==> src/rtl/axil_trk_pkg.sv <==
// Shared types and constants for the AXI4-Lite transaction tracker.
// Holds FSM states, violation bit indices and counter widths.
package axil_trk_pkg;

   typedef enum logic [1:0] {
      ST_IDLE   = 2'd0,
      ST_ACTIVE = 2'd1,
      ST_HUNG   = 2'd2
   } trk_state_e;

   localparam int CNT_W   = 32;
   localparam int ERR_W   = 16;
   localparam int OUTST_W = 4;
   localparam int WD_W    = 16;
   localparam int VIOL_W  = 7;

   localparam int V_AW_DROP = 0;
   localparam int V_W_DROP  = 1;
   localparam int V_AR_DROP = 2;
   localparam int V_ORPH_B  = 3;
   localparam int V_ORPH_R  = 4;
   localparam int V_WR_OVF  = 5;
   localparam int V_RD_OVF  = 6;

endpackage

==> src/rtl/axil_trk_port.sv <==
// Per-link passive monitor: outstanding depth, counters,
// protocol violation flags and a watchdog FSM.
module axil_trk_port
   import axil_trk_pkg::*;
#(
   parameter int MAX_OUTSTANDING = 4,
   parameter int TIMEOUT_CYC     = 1024
) (
   input  logic               clk,
   input  logic               rst,
   input  logic               clear,
   input  logic               awvalid,
   input  logic               awready,
   input  logic               wvalid,
   input  logic               wready,
   input  logic               bvalid,
   input  logic               bready,
   input  logic [1:0]         bresp,
   input  logic               arvalid,
   input  logic               arready,
   input  logic               rvalid,
   input  logic               rready,
   input  logic [1:0]         rresp,
   output logic [CNT_W-1:0]   wr_cnt,
   output logic [CNT_W-1:0]   rd_cnt,
   output logic [ERR_W-1:0]   err_cnt,
   output logic [OUTST_W-1:0] wr_outst,
   output logic [OUTST_W-1:0] rd_outst,
   output logic [VIOL_W-1:0]  viol,
   output logic               timeout,
   output logic [1:0]         state
);

   localparam logic [OUTST_W-1:0] MAX_O   = OUTST_W'(MAX_OUTSTANDING);
   localparam logic [WD_W-1:0]    WD_LAST = WD_W'(TIMEOUT_CYC - 1);

   logic aw_hs, b_hs, ar_hs, r_hs, resp_hs;
   logic aw_pend_q, w_pend_q, ar_pend_q;
   logic [OUTST_W-1:0] wr_outst_q, wr_outst_d;
   logic [OUTST_W-1:0] rd_outst_q, rd_outst_d;
   logic [CNT_W-1:0]   wr_cnt_q, rd_cnt_q;
   logic [ERR_W-1:0]   err_q, err_d;
   logic [ERR_W:0]     err_sum;
   logic [1:0]         err_inc;
   logic [VIOL_W-1:0]  viol_q, viol_ev;
   logic [WD_W-1:0]    wdog_q;
   logic               timeout_q;
   logic               busy_d;
   trk_state_e         state_q;

   assign aw_hs   = awvalid & awready;
   assign b_hs    = bvalid & bready;
   assign ar_hs   = arvalid & arready;
   assign r_hs    = rvalid & rready;
   assign resp_hs = b_hs | r_hs;

   // Next outstanding depths and this cycle's violation events
   always_comb begin
      wr_outst_d = wr_outst_q;
      rd_outst_d = rd_outst_q;
      viol_ev    = '0;
      if (aw_hs && !b_hs) begin
         if (wr_outst_q == MAX_O) viol_ev[V_WR_OVF] = 1'b1;
         else wr_outst_d = wr_outst_q + OUTST_W'(1);
      end else if (b_hs && !aw_hs) begin
         if (wr_outst_q == '0) viol_ev[V_ORPH_B] = 1'b1;
         else wr_outst_d = wr_outst_q - OUTST_W'(1);
      end
      if (ar_hs && !r_hs) begin
         if (rd_outst_q == MAX_O) viol_ev[V_RD_OVF] = 1'b1;
         else rd_outst_d = rd_outst_q + OUTST_W'(1);
      end else if (r_hs && !ar_hs) begin
         if (rd_outst_q == '0) viol_ev[V_ORPH_R] = 1'b1;
         else rd_outst_d = rd_outst_q - OUTST_W'(1);
      end
      viol_ev[V_AW_DROP] = aw_pend_q & ~awvalid;
      viol_ev[V_W_DROP]  = w_pend_q & ~wvalid;
      viol_ev[V_AR_DROP] = ar_pend_q & ~arvalid;
   end

   // Saturating error accumulation, up to two errors per cycle
   always_comb begin
      err_inc = {1'b0, b_hs && (bresp != 2'b00)}
              + {1'b0, r_hs && (rresp != 2'b00)};
      err_sum = {1'b0, err_q} + (ERR_W+1)'(err_inc);
      err_d   = err_sum[ERR_W] ? '1 : err_sum[ERR_W-1:0];
   end

   assign busy_d = (wr_outst_d != '0) || (rd_outst_d != '0);

   // Counters, depths, sticky flags and valid-stall history
   always_ff @(posedge clk) begin
      if (rst) begin
         aw_pend_q  <= 1'b0;
         w_pend_q   <= 1'b0;
         ar_pend_q  <= 1'b0;
         wr_outst_q <= '0;
         rd_outst_q <= '0;
         wr_cnt_q   <= '0;
         rd_cnt_q   <= '0;
         err_q      <= '0;
         viol_q     <= '0;
      end else begin
         aw_pend_q <= awvalid & ~awready;
         w_pend_q  <= wvalid & ~wready;
         ar_pend_q <= arvalid & ~arready;
         if (clear) begin
            wr_cnt_q <= '0;
            rd_cnt_q <= '0;
            err_q    <= '0;
            viol_q   <= '0;
         end else begin
            wr_outst_q <= wr_outst_d;
            rd_outst_q <= rd_outst_d;
            if (b_hs && wr_cnt_q != '1) wr_cnt_q <= wr_cnt_q + CNT_W'(1);
            if (r_hs && rd_cnt_q != '1) rd_cnt_q <= rd_cnt_q + CNT_W'(1);
            err_q  <= err_d;
            viol_q <= viol_q | viol_ev;
         end
      end
   end

   // Link state FSM with watchdog and sticky timeout
   always_ff @(posedge clk) begin
      if (rst) begin
         state_q   <= ST_IDLE;
         wdog_q    <= '0;
         timeout_q <= 1'b0;
      end else if (clear) begin
         wdog_q    <= '0;
         timeout_q <= 1'b0;
      end else begin
         unique case (state_q)
            ST_IDLE: begin
               wdog_q <= '0;
               if (busy_d) state_q <= ST_ACTIVE;
            end
            ST_ACTIVE: begin
               if (resp_hs) begin
                  wdog_q <= '0;
                  if (!busy_d) state_q <= ST_IDLE;
               end else if (wdog_q == WD_LAST) begin
                  wdog_q    <= '0;
                  timeout_q <= 1'b1;
                  state_q   <= ST_HUNG;
               end else begin
                  wdog_q <= wdog_q + WD_W'(1);
               end
            end
            ST_HUNG: begin
               wdog_q <= '0;
               if (resp_hs) state_q <= busy_d ? ST_ACTIVE : ST_IDLE;
            end
            default: begin
               wdog_q  <= '0;
               state_q <= ST_IDLE;
            end
         endcase
      end
   end

   assign wr_cnt   = wr_cnt_q;
   assign rd_cnt   = rd_cnt_q;
   assign err_cnt  = err_q;
   assign wr_outst = wr_outst_q;
   assign rd_outst = rd_outst_q;
   assign viol     = viol_q;
   assign timeout  = timeout_q;
   assign state    = state_q;

endmodule

==> src/rtl/axil_txn_tracker.sv <==
// Multi-link AXI4-Lite transaction tracker: one passive
// per-port monitor per observed link, buses sliced by port.
module axil_txn_tracker
   import axil_trk_pkg::*;
#(
   parameter int NUM_PORTS       = 2,
   parameter int MAX_OUTSTANDING = 4,
   parameter int TIMEOUT_CYC     = 1024
) (
   input  logic                         clk,
   input  logic                         rst,
   input  logic                         clear,
   input  logic [NUM_PORTS-1:0]         awvalid,
   input  logic [NUM_PORTS-1:0]         awready,
   input  logic [NUM_PORTS-1:0]         wvalid,
   input  logic [NUM_PORTS-1:0]         wready,
   input  logic [NUM_PORTS-1:0]         bvalid,
   input  logic [NUM_PORTS-1:0]         bready,
   input  logic [NUM_PORTS-1:0]         arvalid,
   input  logic [NUM_PORTS-1:0]         arready,
   input  logic [NUM_PORTS-1:0]         rvalid,
   input  logic [NUM_PORTS-1:0]         rready,
   input  logic [2*NUM_PORTS-1:0]       bresp,
   input  logic [2*NUM_PORTS-1:0]       rresp,
   output logic [CNT_W*NUM_PORTS-1:0]   wr_cnt,
   output logic [CNT_W*NUM_PORTS-1:0]   rd_cnt,
   output logic [ERR_W*NUM_PORTS-1:0]   err_cnt,
   output logic [OUTST_W*NUM_PORTS-1:0] wr_outst,
   output logic [OUTST_W*NUM_PORTS-1:0] rd_outst,
   output logic [VIOL_W*NUM_PORTS-1:0]  viol,
   output logic [NUM_PORTS-1:0]         timeout,
   output logic [2*NUM_PORTS-1:0]       state
);

   for (genvar p = 0; p < NUM_PORTS; p++) begin : g_port
      axil_trk_port #(
         .MAX_OUTSTANDING(MAX_OUTSTANDING),
         .TIMEOUT_CYC    (TIMEOUT_CYC)
      ) u_port (
         .clk     (clk),
         .rst     (rst),
         .clear   (clear),
         .awvalid (awvalid[p]),
         .awready (awready[p]),
         .wvalid  (wvalid[p]),
         .wready  (wready[p]),
         .bvalid  (bvalid[p]),
         .bready  (bready[p]),
         .bresp   (bresp[2*p +: 2]),
         .arvalid (arvalid[p]),
         .arready (arready[p]),
         .rvalid  (rvalid[p]),
         .rready  (rready[p]),
         .rresp   (rresp[2*p +: 2]),
         .wr_cnt  (wr_cnt[CNT_W*p +: CNT_W]),
         .rd_cnt  (rd_cnt[CNT_W*p +: CNT_W]),
         .err_cnt (err_cnt[ERR_W*p +: ERR_W]),
         .wr_outst(wr_outst[OUTST_W*p +: OUTST_W]),
         .rd_outst(rd_outst[OUTST_W*p +: OUTST_W]),
         .viol    (viol[VIOL_W*p +: VIOL_W]),
         .timeout (timeout[p]),
         .state   (state[2*p +: 2])
      );
   end

endmodule

==> config.mk <==
export PLATFORM = sky130hd
export DESIGN_NAME = axil_txn_tracker
export DESIGN_NICKNAME = d
export VERILOG_FILES = /design/src/rtl/axil_trk_pkg.sv /design/src/rtl/axil_trk_port.sv /design/src/rtl/axil_txn_tracker.sv
export SDC_FILE = /design/constraint.sdc
export NUM_CORES = 1
export LEC_CHECK = 0
export ABC_AREA = 1
export CORE_MARGIN = 2
export CORE_UTILIZATION = 50
export CTS_CLUSTER_DIAMETER = 100
export DETAILED_ROUTE_END_ITERATION = 8
export GPL_TIMING_DRIVEN = 0
export PLACE_DENSITY = 0.78
export SYNTH_ARGS = -nofsm -noshare
export SYNTH_HDL_FRONTEND = slang
export SYNTH_SLANG_ARGS = --single-unit
==> constraint.sdc <==
create_clock -name clk -period 3.1 [get_ports clk]
set_input_delay 0.62 -clock clk [delete_from_list [all_inputs] [get_ports clk]]
set_output_delay 0.62 -clock clk [all_outputs]
set_load 0.02 [all_outputs]
==> metrics.md, run 1 <==
| Metric | Value |
|---|---|
| Status | `finished clean` |
| CP delay by family, top | `simple AND/OR/NAND/NOR gates` |
| ANT cells | `0` |
| Least-Margin Pin Slew | `0.991 ns` |
| Area grow syn2layout | `29.0%` |
| Critical path's most frequent cell | `nor3_4` |
| Mean post-synth cell area | `about 6.9 um2` |
| Initial antenna violation count | `0` |
| Vias in the first global route | `around 12,000` |
| Post-DRT Antenna Nets | `0` |
| CTS root buf | `clkbuf_16` |
| CP Cell Sequence | `clkdlybuf4s50_1, nand2_1, nor2_1, fa_1, ha_1, nand2_1, nor3_4, nand3_2, nor3_4, nand3_2, nor3_4, inv_2, a21oi_1` |
| Yosys warning count | `0` |
| Starting DRT DRC Count | `a little under 1,000` |
| Final HPWL DP | `roughly 27 mm` |
| Final Hold Vio Count | `0` |
| Worst EP arrival | `roughly 3.3 ns` |
| H-tree depth | `1` |
| Nets | `around 2,100` |
| Post-Syn Instances | `approximately 1,800` |
| Post-synthesis sequential element count | `234` |
| Vias after detailed routing | `between 10,000 and 15,000` |
| Buf/Inv on CP | `2` |
| CP max stage delay | `approximately 0.45 ns` |
| Detailed-route DRC error count | `0` |
| CP Class | `in -> reg` |
| VDD IR-drop max | `between 0.4 and 0.5 mV` |
| DIE HEIGHT | `161 um` |
| CP max FO | `8` |
| Slowest library cell on the worst path | `clkdlybuf4s50_1` |
| First-pass GRT wire length | `just under 60 mm` |
| Share of the synthesized area in the top cell type | `about 38%` |
| Sequential share of the synthesized area | `37.9%` |
| PwrDens | `roughly 430 nW/um2` |
| P_leak | `0.00580 uW` |
| GRT Total Usage | `around a quarter` |
| Placed Instance Area | `15,000 um2` |
| Core box area | `24,300 um2` |
| Layout Skew | `around 0.017 ns` |
| Via density | `5.38` |
| Startpoint types | `input port` |
| Wire per inst | `around 15 um` |
| Clock buffer count from CTS | `26` |
| Setup violations, final | `0` |
| Yosys cell types | `54` |
| Worst-path clk slew | `around 0.060 ns` |
| Syn nets | `1,832` |
| Total wire length | `about 36 mm` |
| Post-layout util | `65.6%` |
| Overall die width | `161 um` |
| GRT Residual Overflow | `0` |
| Final Wtd Congestion | `slightly below 1` |
| Final Instance Area | `16,000 um2` |
| Endpoint class of the critical path | `register` |
| Cts hold-fix bufs | `0` |
| Layout cells sized above 1 | `slightly above 7%` |
| Post-layout minimum cycle time | `roughly 2.9 ns` |
| Maxcap violations | `0` |
| Post-Synthesis Cell Area | `around 12,000 um2` |
| IO buf count | `226` |
| Site Rows | `57` |
| Leading area contributor after synthesis | `dfxtp_1` |
| DIE AREA | `about 26,000 um2` |
| Critical Path RT | `3.54 ns` |
| TritonRoute pass-1 iters | `6` |
| Dominant synthesized flop cell | `dfxtp_1` |
| RSZ-0062 raised after global routing | `false` |
| Slew Viols, Final | `0` |
| Dpl cells | `between 2,000 and 2,500` |
| Top cells by area, synth | `dfxtp_1 (38%), nand2_1 (11%), nor2_1 (7.5%)` |
| Initial core utilization | `50.9%` |
| Relative slew slack | `33.9%` |
| Pin count of the biggest net entering global routing | `14` |
| Post-synth ARST share | `0%` |
| Highest clock rate | `350 MHz` |
| CTS tree | `yes` |
| Post-synth EDFFs | `0` |
| Ports | `~230` |
| Hold/Removal Path Class | `reg -> reg` |
| Tcrit/Tclk final | `92.2%` |
| Clk buf depth | `3` |
| Clk sink count | `between 200 and 250` |
| Final std cells w/o fill | `roughly 2,400` |
| Worst skew pair latency | `around 0.53 ns` |
## worst register-to-register path, cell delays in order (launching register included)
cell and delay [ns]:
dfxtp_1 0.37, fa_1 0.21, ha_1 0.20, nand3_2 0.11, nor3b_2 0.26, nand3_1 0.18, nor3_2 0.18, nand3_1 0.18
nor2_4 0.24, buf_4 0.16, nor2_1 0.03, nor2_1 0.08
## sequential cells by signal, indices dropped and copies added, names as in the netlist
name                     flops
g_port.u_port.rd_outst       8
g_port.u_port.wr_cnt        64
g_port.u_port.wr_outst       8
g_port.u_port.err_cnt       32
g_port.u_port.aw_pend_q      2
g_port.u_port.ar_pend_q      2
g_port.u_port.rd_cnt        64
g_port.u_port.timeout        2
g_port.u_port.state          4
g_port.u_port.w_pend_q       2
g_port.u_port.wdog_q        32
g_port.u_port.viol          14
## layer usage
metal / GRT usage [%] / wire length, um / vias up
met1: 35.5 / 15600 / 5903
met3: 3.85 / 2570 / 74
met5: 0 / 0 / -
met4: 8.08 / 1040 / 0
met2: 44.7 / 16400 / 504
li1: - / - / 6336
## through the flow
stage	hold slack (ns)	TNS [ns]	setup WS [ns]	power, uW
floorplan	0.418	0	0.646	3510
global placement	0.428	-19.37	-0.431	3720
detailed placement	0.439	-22.66	-0.436	3730
CTS	0.448	0	0.0306	6820
global route	0.466	0	0.0227	7020
finish	0.449	0	0.242	6790
## worst paths after layout
check	from	end	slack, ns	cells past startpoint
worst min-delay path	g_port[0].u_port.wdog_q[0]	g_port[0].u_port.wdog_q[0]	0.45	1
worst min register to register	g_port[0].u_port.wdog_q[0]	g_port[0].u_port.wdog_q[0]	0.45	1
worst max-delay path	bvalid[1]	g_port[1].u_port.err_cnt[5]	0.24	13
worst max register to register	g_port[0].u_port.err_cnt[0]	g_port[0].u_port.err_cnt[1]	0.83	11
## placed cells by master, fill, tap and decap left out, drive strengths merged, types with 4 or more instances in the layout
cell type      synthesis  layout
inv                  243     243
o21a                   4       4
o21ai                 83      83
nor4                  18      18
ha                    16      16
xnor2                 27      27
and3                   7       7
dfxtp                234     234
buf                   20      24
clkbuf                20      59
clkinv                 1       7
a21oi                130     130
nor3b                 20      20
clkdlybuf4s50          0     226
nor2                 262     262
nand2                357     357
nand4                 42      42
nand3                109     109
o211ai                14      14
nor3                 105     105
xor2                  41      41
a31oi                  8       8
## where the power goes
part	switching, uW	internal [uW]
Clock	1260	1860
Sequential	38.8	3040
Combinational	375	217
Total	1670	5120
## cells by family after synthesis
family	after synthesis	share of synthesized area, %
AOI/OAI and AO/OA	253	11.2
adders and majority gates	18	1.94
DFF	234	37.9
xor gates and xnor gates	68	4.81
and+or+nand+nor	926	34.9
buffers and inverters	284	9.29
## layout make-up
type / count / area, um2
tap: 324 / 405
fill: 2083 / 8360
buffer: 40 / 231
clock buffer: 39 / 801
multi-input combinational: 1265 / 6560
inverter: 244 / 918
clock inverter: 8 / 75.1
timing repair buffer: 230 / 2290
sequential: 234 / 4680
## timing repair
item,in CTS,in global routing
resized for setup,0,4
setup endpoints to repair,0,30
setup buffers,0,4
## synth_stat cells (all sizes together), types with 2 or more instances
cell and instances:
nand2 357, nor2 262, inv 243, dfxtp 234, a21oi 130, nand3 109
nor3 105, o21ai 83, nand4 42, xor2 41, xnor2 27, buf 20
clkbuf 20, nor3b 20, nor4 18, ha 16, o211ai 14, a31oi 8
and3 7, o21a 4, a211oi 3, o21bai 3, o31ai 3, fa 2
nand3b 2, o2111ai 2
Power figures use the tool's default switching activity.
==> inputs of run 2 (changes only) <==
--- a/config.mk
+++ b/config.mk
@@ -6,12 +6,13 @@
 export NUM_CORES = 1
 export LEC_CHECK = 0
 export ABC_AREA = 1
+export ABC_CLOCK_PERIOD_IN_PS = 3100
 export CORE_MARGIN = 2
-export CORE_UTILIZATION = 50
+export CORE_UTILIZATION = 40
 export CTS_CLUSTER_DIAMETER = 100
 export DETAILED_ROUTE_END_ITERATION = 8
 export GPL_TIMING_DRIVEN = 0
-export PLACE_DENSITY = 0.78
+export PLACE_DENSITY = 0.65
 export SYNTH_ARGS = -nofsm -noshare
 export SYNTH_HDL_FRONTEND = slang
 export SYNTH_SLANG_ARGS = --single-unit
==> run 2 against run 1 <==
Effect of this change: die area grew 24%; clock power grew 4%; highest routed layer unchanged; first-iteration DRC count decreased by 22%; via count is 1.7% lower; sequential share of layout area down 0.25 points; sequential cell count unchanged.
==> metrics.md, run 2 (synthesized netlist as in run 1, its figures left out) <==
| Metric | Value |
|---|---|
| Wire per inst | `15.4 um` |
| Post-DRT Antenna Nets | `0` |
| Hold/Removal Path Class | `reg -> reg` |
| Placed Instance Area | `15,100 um2` |
| First-pass GRT wire length | `about 60 mm` |
| ANT cells | `0` |
| Clk sink count | `between 200 and 250` |
| Initial antenna violation count | `1` |
| CP Class | `in -> reg` |
| Least-Margin Pin Slew | `between 1 and 1.5 ns` |
| Slowest library cell on the worst path | `clkdlybuf4s50_1` |
| Total wire length | `37.8 mm` |
| P_leak | `0.00583 uW` |
| Initial core utilization | `between 40% and 50%` |
| Layout Skew | `roughly 0.013 ns` |
| Endpoint class of the critical path | `register` |
| Site Rows | `64` |
| DIE AREA | `approximately 32,000 um2` |
| Vias after detailed routing | `~13,000` |
| Critical Path RT | `3.55 ns` |
| RSZ-0062 raised after global routing | `false` |
| Setup violations, final | `0` |
| IO buf count | `226` |
| Core box area | `about 31,000 um2` |
| Reg2reg path depth | `10` |
| Via density | `roughly 5.1` |
| Clock buffer count from CTS | `28` |
| Worst R2R Setup Slack | `slightly below 0.8 ns` |
| Fill count | `~3,000` |
| Tcrit/Tclk final | `between 90 and 100%` |
| Detailed-route DRC error count | `0` |
| Startpoint types | `input port` |
| Starting DRT DRC Count | `760` |
| Setup slack after layout | `roughly 0.21 ns` |
| Highest clock rate | `346 MHz` |
| Hold path endpoint | `g_port[1].u_port.wdog_q[0]` |
| Vias in the first global route | `between 10,000 and 15,000` |
| CP max stage delay | `about 0.45 ns` |
| Worst Hold Depth | `1` |
| Most frequent cells in the layout | `nand2_1 (346), nor2_1 (243), dfxtp_1 (234)` |
| DIE HEIGHT | `180 um` |
| CP max FO | `8` |
| Total power | `between 6000 and 7000 uW` |
| GRT Total Usage | `between 20 and 25%` |
| Relative slew slack | `31.7%` |
| Final Instance Area | `16,100 um2` |
| Status | `finished clean` |
| CTS tree | `yes` |
| Nets | `around 2,100` |
| Pin count of the biggest net entering global routing | `14` |
| Pre-CTS setup slack | `-0.594 ns` |
| Overall die width | `about 180 um` |
| CTS root buf | `clkbuf_16` |
| Clk buf depth | `3` |
| Area grow syn2layout | `30.1%` |
| Hold path startpoint | `g_port[1].u_port.wdog_q[0]` |
| GRT Residual Overflow | `0` |
| Layout cells sized above 1 | `between 7 and 8%` |
| Worst r2r src | `g_port[1].u_port.err_cnt[0]` |
| H-tree depth | `1` |
| Worst-path clk slew | `about 0.060 ns` |
| CP delay by family, top | `simple AND/OR/NAND/NOR gates` |
| Worst skew pair latency | `0.54 ns` |
| Slew Viols, Final | `0` |
| Buf/Inv on CP | `2` |
| Cts hold-fix bufs | `0` |
| Maxcap violations | `0` |
| Reg2reg end | `g_port[1].u_port.err_cnt[9]` |
| Post-layout minimum cycle time | `around 2.9 ns` |
| CP Cell Sequence | `clkdlybuf4s50_1, nand2_1, nor2_2, fa_1, ha_1, nand2_1, nor3_2, nand3_2, nor3_4, nand3_2, nor3_4, inv_2, a21oi_1` |
| VDD IR-drop max | `between 0.3 and 0.4 mV` |
| Final Hold Vio Count | `0` |
| PwrDens | `around 430 nW/um2` |
| Final Wtd Congestion | `around 0.92` |
| Ports | `227` |
| Commonest non-fill, non-tap cell in the layout | `nand2_1` |
| Worst EP arrival | `approximately 3.3 ns` |
| Final HPWL DP | `around 29 mm` |
| TritonRoute pass-1 iters | `6` |
## run 2: per-layer routing
metal  GRT usage [%]  part of all wire, %
met1            29.5                   46
met2            37.8                   46
met3            3.40                  5.3
met4            7.41                  2.9
met5               0                    0
## run 2: what timing repair did
item / 4_1_cts / 5_1_grt
pin swaps: 0 / 2
setup endpoints to repair: 10 / 22
buffers inserted: 0 / 3
gates resized for setup: 1 / 5
## run 2: per-stage QoR
step                utilization (%)  instances  hold slack, ns  TNS [ns]
floorplan                         -       1783           0.418         0
global placement               49.6       2405           0.429    -27.44
detailed placement             49.6       2405           0.438    -31.51
CTS                            52.6       2456           0.451         0
global route                   52.8       2459           0.470         0
finish                         52.8       2459           0.448         0
## run 2: worst max-delay path by stage
stage              start                            to  depth (start not counted)
2_1_floorplan  bvalid[0]  g_port[0].u_port.err_cnt[10]                         12
3_3_place_gp   bvalid[0]  g_port[0].u_port.err_cnt[10]                         13
3_5_place_dp       clear   g_port[1].u_port.wr_cnt[10]                          6
4_1_cts        bvalid[0]  g_port[0].u_port.err_cnt[10]                         13
5_1_grt        bready[1]   g_port[1].u_port.err_cnt[8]                         13
6_report       bready[1]   g_port[1].u_port.err_cnt[9]                         13
## run 2: worst reg2reg max path, stage by stage, from the launching register on
cell,delay (ns)
dfxtp_1,0.36
fa_1,0.22
ha_1,0.22
nand2_1,0.09
nor3_2,0.27
nand3_2,0.17
nor3_4,0.18
nand3_2,0.15
nor3_4,0.30
inv_2,0.15
a21oi_1,0.16
## run 2: final cells by class
| cell class | instances | area [um2] | share of cell area (%) |
|---|---|---|---|
| Multi-Input combinational cell | 1265 | 6560 | 40.8 |
| Clock inverter | 7 | 41.3 | 0.256 |
| Timing Repair Buffer | 229 | 2280 | 14.2 |
| Buffer | 40 | 231 | 1.44 |
| Tap cell | 396 | 495 | 3.08 |
| Sequential cell | 234 | 4680 | 29.1 |
| Clock buffer | 44 | 882 | 5.48 |
| Inverter | 244 | 918 | 5.70 |
## run 2: power breakdown
part / switching, uW / leakage (uW) / internal, uW
clock network: 1300 / 0.000459 / 1940
registers: 40.1 / 0.00189 / 3040
logic: 376 / 0.00348 / 217
